===== src/rtl/object_ram_arbiter.sv =====
// Shares the sprite object SRAM between the CPU window (r/w) and the scan engine (read-only).
// Latency: request seen in IDLE at cycle N -> ADDR N+1, STROBE N+2, one-cycle ack in DONE at N+3.
// Backpressure: level requests are held until ack; scan has priority, a starvation count forces a CPU slot.
module object_ram_arbiter #(
  parameter int ADDR_W       = 13,
  parameter int DATA_W       = 8,
  parameter int STARVE_LIMIT = 4
) (
  input  logic              CLK_6M,
  input  logic              rst_n,
  input  logic              cpu_req,
  input  logic              cpu_rnw,
  input  logic [ADDR_W-1:0] cpu_addr,
  input  logic [DATA_W-1:0] cpu_wdata,
  output logic [DATA_W-1:0] cpu_rdata,
  output logic              cpu_ack,
  output logic              cpu_wait_n,
  input  logic              scan_req,
  input  logic [ADDR_W-1:0] scan_addr,
  output logic [DATA_W-1:0] scan_rdata,
  output logic              scan_ack,
  output logic [ADDR_W-1:0] ram_addr,
  output logic              ram_ce_n,
  output logic              ram_oe_n,
  output logic              ram_we_n,
  output logic [DATA_W-1:0] ram_wdata,
  output logic              ram_wdata_oe,
  input  logic [DATA_W-1:0] ram_rdata
);

  typedef enum logic [1:0] {S_IDLE, S_ADDR, S_STROBE, S_DONE} state_t;
  typedef enum logic [1:0] {OWN_NONE, OWN_CPU, OWN_SCAN} owner_t;

  localparam logic [3:0] STARVE_MAX = 4'(STARVE_LIMIT);

  state_t     state_q, state_d;
  owner_t     owner_q;
  logic       rnw_q, rnw_d;
  logic [3:0] starve_cnt;
  logic       grant_cpu, grant_scan;
  logic       ce_n_d, oe_n_d, we_n_d, wdata_oe_d;

  // Arbitration, next state and the next value of every SRAM strobe.
  // A requester still holding its request in DONE is re-arbitrated at once,
  // so a lone requester streams one access every three cycles.
  always_comb begin
    grant_cpu  = 1'b0;
    grant_scan = 1'b0;
    state_d    = state_q;
    rnw_d      = rnw_q;
    ce_n_d     = 1'b1;
    oe_n_d     = 1'b1;
    we_n_d     = 1'b1;
    wdata_oe_d = 1'b0;

    if (state_q == S_IDLE || state_q == S_DONE) begin
      if (cpu_req && (!scan_req || starve_cnt == STARVE_MAX)) grant_cpu = 1'b1;
      else if (scan_req)                                      grant_scan = 1'b1;
    end

    if (grant_cpu)       rnw_d = cpu_rnw;
    else if (grant_scan) rnw_d = 1'b1;

    case (state_q)
      S_IDLE:   if (grant_cpu || grant_scan) state_d = S_ADDR;
      S_ADDR:   state_d = S_STROBE;
      S_STROBE: state_d = S_DONE;
      S_DONE:   state_d = (grant_cpu || grant_scan) ? S_ADDR : S_IDLE;
      default:  state_d = S_IDLE;
    endcase

    if (state_d != S_IDLE) begin
      ce_n_d     = 1'b0;
      wdata_oe_d = ~rnw_d;
    end
    if (state_d == S_STROBE) begin
      oe_n_d = ~rnw_d;
      we_n_d = rnw_d;
    end
  end

  // State, grant registers and glitch-free registered strobes/acks.
  always_ff @(posedge CLK_6M or negedge rst_n) begin
    if (!rst_n) begin
      state_q      <= S_IDLE;
      owner_q      <= OWN_NONE;
      rnw_q        <= 1'b1;
      ram_addr     <= '0;
      ram_wdata    <= '0;
      ram_ce_n     <= 1'b1;
      ram_oe_n     <= 1'b1;
      ram_we_n     <= 1'b1;
      ram_wdata_oe <= 1'b0;
      cpu_ack      <= 1'b0;
      scan_ack     <= 1'b0;
    end else begin
      state_q      <= state_d;
      rnw_q        <= rnw_d;
      ram_ce_n     <= ce_n_d;
      ram_oe_n     <= oe_n_d;
      ram_we_n     <= we_n_d;
      ram_wdata_oe <= wdata_oe_d;
      cpu_ack      <= (state_d == S_DONE) && (owner_q == OWN_CPU);
      scan_ack     <= (state_d == S_DONE) && (owner_q == OWN_SCAN);
      if (grant_cpu) begin
        owner_q   <= OWN_CPU;
        ram_addr  <= cpu_addr;
        ram_wdata <= cpu_wdata;
      end else if (grant_scan) begin
        owner_q  <= OWN_SCAN;
        ram_addr <= scan_addr;
      end else if (state_d == S_IDLE) begin
        owner_q <= OWN_NONE;
      end
    end
  end

  // Read data is captured on the edge leaving STROBE into the owner's register.
  always_ff @(posedge CLK_6M or negedge rst_n) begin
    if (!rst_n) begin
      cpu_rdata  <= '0;
      scan_rdata <= '0;
    end else if (state_q == S_STROBE && rnw_q) begin
      if (owner_q == OWN_CPU) cpu_rdata  <= ram_rdata;
      else                    scan_rdata <= ram_rdata;
    end
  end

  // Counts scan grants taken while the CPU waits; cleared by a CPU grant or an idle CPU.
  always_ff @(posedge CLK_6M or negedge rst_n) begin
    if (!rst_n) begin
      starve_cnt <= '0;
    end else if (!cpu_req || grant_cpu) begin
      starve_cnt <= '0;
    end else if (grant_scan && starve_cnt != STARVE_MAX) begin
      starve_cnt <= starve_cnt + 4'd1;
    end
  end

  assign cpu_wait_n = ~(cpu_req & ~cpu_ack);

endmodule


===== config.mk =====
export PLATFORM = sky130hd
export DESIGN_NAME = object_ram_arbiter
export DESIGN_NICKNAME = d
export VERILOG_FILES = /design/src/rtl/object_ram_arbiter.sv
export SDC_FILE = /design/constraint.sdc
export NUM_CORES = 1
export LEC_CHECK = 0
export BUFFER_PORTS_ARGS = -buffer_cell sky130_fd_sc_hd__clkbuf_2
export CORE_MARGIN = 2
export CORE_UTILIZATION = 43
export CTS_CLUSTER_SIZE = 12
export DETAILED_ROUTE_END_ITERATION = 16
export PLACE_DENSITY = 0.75
export SYNTH_ARGS = -nofsm -noshare
export SYNTH_HDL_FRONTEND = slang
export SYNTH_SLANG_ARGS = --single-unit

===== constraint.sdc =====
create_clock -name CLK_6M -period 1.7 [get_ports CLK_6M]
set_input_delay 0.34 -clock CLK_6M [delete_from_list [all_inputs] [get_ports CLK_6M]]
set_output_delay 0.34 -clock CLK_6M [all_outputs]
set_load 0.005 [all_outputs]

; ---- Yosys cells after proc, flatten, opt, wreduce, memory -nomap -nowiden
; Cells that the tools add are included.
[classes]
muxes = 21
bitwise_logic = 5
reduce_logical = 19
n_eq_ne = 9
add_sub_neg = 1
[op_table]
columns = op, n
row1 = 13-bit 2-to-1 mux, 2
row2 = 1-bit 2-to-1 mux, 12
row3 = "2-bit == test, second input constant", 5
row4 = 2-bit 2-to-1 mux, 4
row5 = 4-bit 2-to-1 mux, 2
row6 = 2-bit case mux with 4 select lines, 1
row7 = 2-bit nonzero test, 3
row8 = 1-bit logical AND, 5
row9 = "4-bit by 1-bit adder with 4-bit output, second input constant", 1
row10 = "2-bit by 1-bit == test with 1-bit output, second input constant", 2
row11 = "4-bit by 3-bit == test with 1-bit output, second input constant", 1
row12 = 2-bit zero test, 2
row13 = 1-bit logical OR, 4
row14 = "4-bit by 3-bit != test with 1-bit output, second input constant", 1
row15 = 1-bit inverter, 4
row16 = 2-bit AND reduction, 2
row17 = 3-bit nonzero test, 1
row18 = 1-bit zero test, 2
row19 = 1-bit bitwise AND, 1
[totals]
regBits = 52
input_bits = 47
wordCells = 69

; ---- Depth between registers and ports, before layout
[depth]
word_depth = 12
ltp_mapped = 7
depth_no_buf = 5

; ---- Worst setup path after synthesis
; OpenSTA, ideal clock, no wires.
[synth_path]
kind = register to register
from = register state_q[0]
to = register ram_wdata_oe
setup_time_ns = 0.119
path_stages_with_launch = 7
arrival_time_ns = 1.690
setup_slack_ns = -0.109
path_buffers = 1
cell_sequence = dfrtp_1 -> inv_1 -> ha_1 -> buf_6 -> or4_4 -> o41ai_2 -> o21ba_1
[synth_via]
elab_chain_len = 8
[synth_lines]
columns = element, line
row1 = from (decl), 36  ; state_t state_q, state_d;
row2 = from (signal assigned), 97  ; state_q <= state_d;
row3 = 2-bit == test or 2-bit zero test (tied branches), "56, 64"
row4 = 1-bit logical OR, 56  ; if (state_q == S_IDLE || state_q == S_DONE) begin
row5 = 1-bit 2-to-1 mux, 56
row6 = 1-bit logical OR, 65  ; S_IDLE: if (grant_cpu || grant_scan) state_d = S_ADDR;
row7 = 2-bit 2-to-1 mux, 65
row8 = 2-bit case mux with 4 select lines *, 64  ; case (state_q)
row9 = named net state_d[1], 36
row10 = 2-bit nonzero test *, 72  ; if (state_d != S_IDLE) begin
row11 = 1-bit 2-to-1 mux *, 72
row12 = named net wdata_oe_d, 41  ; logic ce_n_d, oe_n_d, we_n_d, wdata_oe_d;
row13 = to (signal assigned), 102  ; ram_wdata_oe <= wdata_oe_d;
row14 = to (decl), 27  ; output logic ram_wdata_oe,
; Mark *: on every way through the listed nets, which the timed path passes. The rest lies on a longest branch.
; A chain may end at the register's enable or synchronous reset.

; ---- Worst setup path after layout
[layout_path]
from = register state_q[0]
to = register owner_q[0]
[layout_via]
elab_chain_len = 8
[layout_lines]
columns = element, line
row1 = 2-bit == test or 2-bit zero test (tied branches), "56, 64"
row2 = 1-bit logical OR, 56
row3 = 1-bit 2-to-1 mux, 56
row4 = 1-bit logical OR, "65, 68"
row5 = 1-bit 2-to-1 mux or 2-bit 2-to-1 mux (tied branches), "68, 65"
row6 = 2-bit case mux with 4 select lines, 64
row7 = 2-bit zero test, 112  ; end else if (state_d == S_IDLE) begin
row8 = 3-bit nonzero test (no source line), -
row9 = to (signal assigned), 86  ; owner_q <= OWN_NONE;
row10 = to (signal assigned), 110  ; owner_q <= OWN_SCAN;
row11 = to (signal assigned), 113  ; owner_q <= OWN_NONE;
row12 = to (decl), 37  ; owner_t owner_q;
; Several ways; a longest one is shown, not always the timed one.

==> flow_summary.ini <==
[cells_and_area]
stdcell_area_um2 = 3080
post-route-util_pct = 60.4
layout-drive-gt1-share_pct = 58.7
syn2layout_area_growth_pct = 34.8
fill_cells = 418
multi_input_area_um2 = 955
final_cells = 341
ff_latch_area_um2 = 1310
diodes = 0
layout.nets = 323

[logic_synthesis]
synthesis.nets = 216
ys_seq_area_share_pct = 57.1
ys_ff_latch = 52
synth_common_cells = dfrtp_1 (48), mux2_2 (17), and2_1 (14)
synth_cell_types = 41
synth_top_flop_cell = dfrtp_1
yosysTopAreaCellShare_pct = 52.5
netlist_area_um2 = 2290
postSynthCellCount = 163
async_reset_ff_share_pct = 100
yosys.area.top_type = dfrtp_1
synth_edf_count = 0
yosysMostFrequentCell = dfrtp_1
syn_avg_cell_area_um2 = 14.0
synthTopCellsByArea = dfrtp_1 (53%), mux2_2 (8.4%), a221o_1 (5.7%)
yosysWarnings = 0

[critical_path]
cp.arrival_ps = 1860
reg2regPathDepth = 6
path_cells = buf_4 > ha_2 > or4_4 > o41ai_4 > buf_4 > o21ai_1
path_class = flop to flop
cp_common_cell = buf_4
end_kind = flop
required_ps = 1900
path_max_fanout = 3
timing.rr.start = state_q[0]$_DFF_PN0_
ff2ff_setup_slack_ps = 30
critical-path-max-stage-delay_ps = 520
r2r_end = owner_q[0]$_DFFE_PN0P_
critPathLaunchType = flop
critPathSlowestCell = or4_4

[grt]
grt_pass1_wl_mm = 8.06
antenna_found_initial = 0
grt-ovfl-total = 0
use_met2_pct = 28.5
grtUsageTotal_pct = 17.5
grt_pass1_vias = 1693
met1_usage_pct = 21.7
grt_max_degree = 20
grtUsageMet3_pct = 5.53
top_usage_layer = met2

[route]
wl_mm = 4.64
routed_via_density = 4.89
drtAntennaViolNets = 0
wl_per_cell_um = 13.6
drt_iter0_drc = 52
drc = 0
dr_total_vias = 1666
firstDrtPassIters = 4

[cts]
clkSinkCount = 52
clk_latency_ps = 310
cts_buffer_depth = 2
tritoncts = done
cts-root-buf = clkbuf_8
cts_buffers = 5
htreeDepth = 2
cts.clk_slew.worst_paths_ps = 90

[hold_path]
hold_path_class = primary input to flop
min_delay_path_depth = 2
worstHoldStart = cpu_wdata[4]
hold_path_end = ram_wdata[4]$_DFFE_PN0N_

[placed_design]
post-place-ws_ps = -80.6
port_buffers = 90
post_dp_cell_area_um2 = 2930
dp_hpwl_mm = 3.65
dp_cells = 331
gp_congestion = 0.825

[outcome]
status = finished clean

[timing]
clock_skew_ps = 4.18
relSlewSlack_pct = 69.8
finalCritPeriodShare_pct = 98.0
setup_ws_ps = 33.9
min_period_ps = 1670
hold_violations = 0
maxSlewViolCount = 0
grt_setup_unrepaired = true
setup_violations = 0
tightest_slew_ps = 453
fmax_ghz = 0.600

[floorplanning]
rows = 26
die_width_um = 76.9
design.core.area_um2 = 5110
start_util_pct = 44.8
die_area_um2 = 5920
pin_count = 91
fp.dieH_um = 76.9

[power]
total_power_w = 0.00578
p_leak_nw = 1.54
powerDensity_nw_per_um2 = 1870
vdd_drop_max_mv = 0.895

[flow_run]
max_cap_viol_count = 0
-- timing repair --
| item | in CTS | in global routing |
|---|---|---|
| endpoints found under the hold margin | 13 | 0 |
| setup buffers | 0 | 1 |
| hold buffers | 1 | 0 |
| endpoints found under the setup margin | 11 | 10 |
| gates resized for setup | 2 | 5 |
-- cell families after synthesis --
family                     Yosys count  share of synthesized area, %
adders and majority gates            6                          3.28
DFF                                 52                          57.1
buffers and inverters               12                          3.17
AOI/OAI and AO/OA                   31                          12.0
xor gates and xnor gates             1                         0.383
and+or+nand+nor                     36                          10.4
muxes                               25                          13.6
-- worst max-delay path: cells and delay by family (launching register included) --
kind	cells	cell delay, ps
simple gates	1	520
flops	1	400
buf+inv	2	330
fa+ha+maj	1	180
compound gates	2	130
-- layout make-up --
cell class | count | area share [%]
repair buffers | 106 | 19.4
inverters | 6 | 0.730
clock buffers | 5 | 2.23
flip-flops and latches | 52 | 42.4
well taps | 70 | 2.84
multi-input cells | 99 | 31.0
clock inverters | 3 | 1.50
-- how the worst max path moves through the flow --
| stage | cells after the start | slack, ps | from | end |
|---|---|---|---|---|
| 4_1_cts | 5 | 3 | state_q[1]$_DFF_PN0_ | ram_wdata[0]$_DFFE_PN0N_ |
| 2_1_floorplan | 7 | 20 | state_q[0]$_DFF_PN0_ | ram_addr[10]$_DFFE_PN0N_ |
| 3_3_place_gp | 5 | -20 | state_q[1]$_DFF_PN0_ | ram_wdata[7]$_DFFE_PN0N_ |
| 5_1_grt | 6 | -8 | state_q[0]$_DFF_PN0_ | owner_q[1]$_DFFE_PN0P_ |
| 6_report | 6 | 30 | state_q[0]$_DFF_PN0_ | owner_q[0]$_DFFE_PN0P_ |
| 3_5_place_dp | 5 | -80 | state_q[1]$_DFF_PN0_ | ram_wdata[0]$_DFFE_PN0N_ |
-- report_power, final --
group	internal, W	total [W]	switching [W]
Clock	0.000443	0.000857	0.000414
Sequential	0.00184	0.00214	0.000299
Combinational	0.00164	0.00279	0.00115
Total	0.00392	0.00578	0.00186
-- through the flow --
stage / setup TNS, ps / hold WS [ps]
finish: 0 / 253
global route: -7.50 / 227
CTS: 0 / 243
detailed placement: -591 / 318
global placement: -113 / 311
floorplan: 0 / 44.4
-- flip-flops by register name, indices dropped and copies added, names as in the netlist, 2 cells and up --
signal      flops
cpu_rdata       8
owner_q         2
scan_rdata      8
ram_wdata       8
starve_cnt      4
state_q         2
ram_addr       13
-- cells in the final DEF (no fill, tap or decap), types with 2 or more instances in the layout --
master	count
clkbuf_2	90
dfrtp_1	48
mux2_2	17
and2_1	14
a221o_1	13
buf_4	13
mux2_4	8
a21oi_1	5
clkbuf_8	5
inv_1	4
nand2_1	4
dfstp_2	4
ha_1	3
inv_2	2
o21ba_2	2
a211oi_1	2
nor2_1	2
nand4b_1	2
nand4_1	2
ha_2	2
buf_12	2
-- metal layers --
metal  share of wire [%]  up-vias
met5                   0        -
met4                 1.5        0
met3                 7.0        6
met2                  48       79
met1                  43      771
li1                    -      810
No activity file was read; power rests on OpenSTA's default activity.
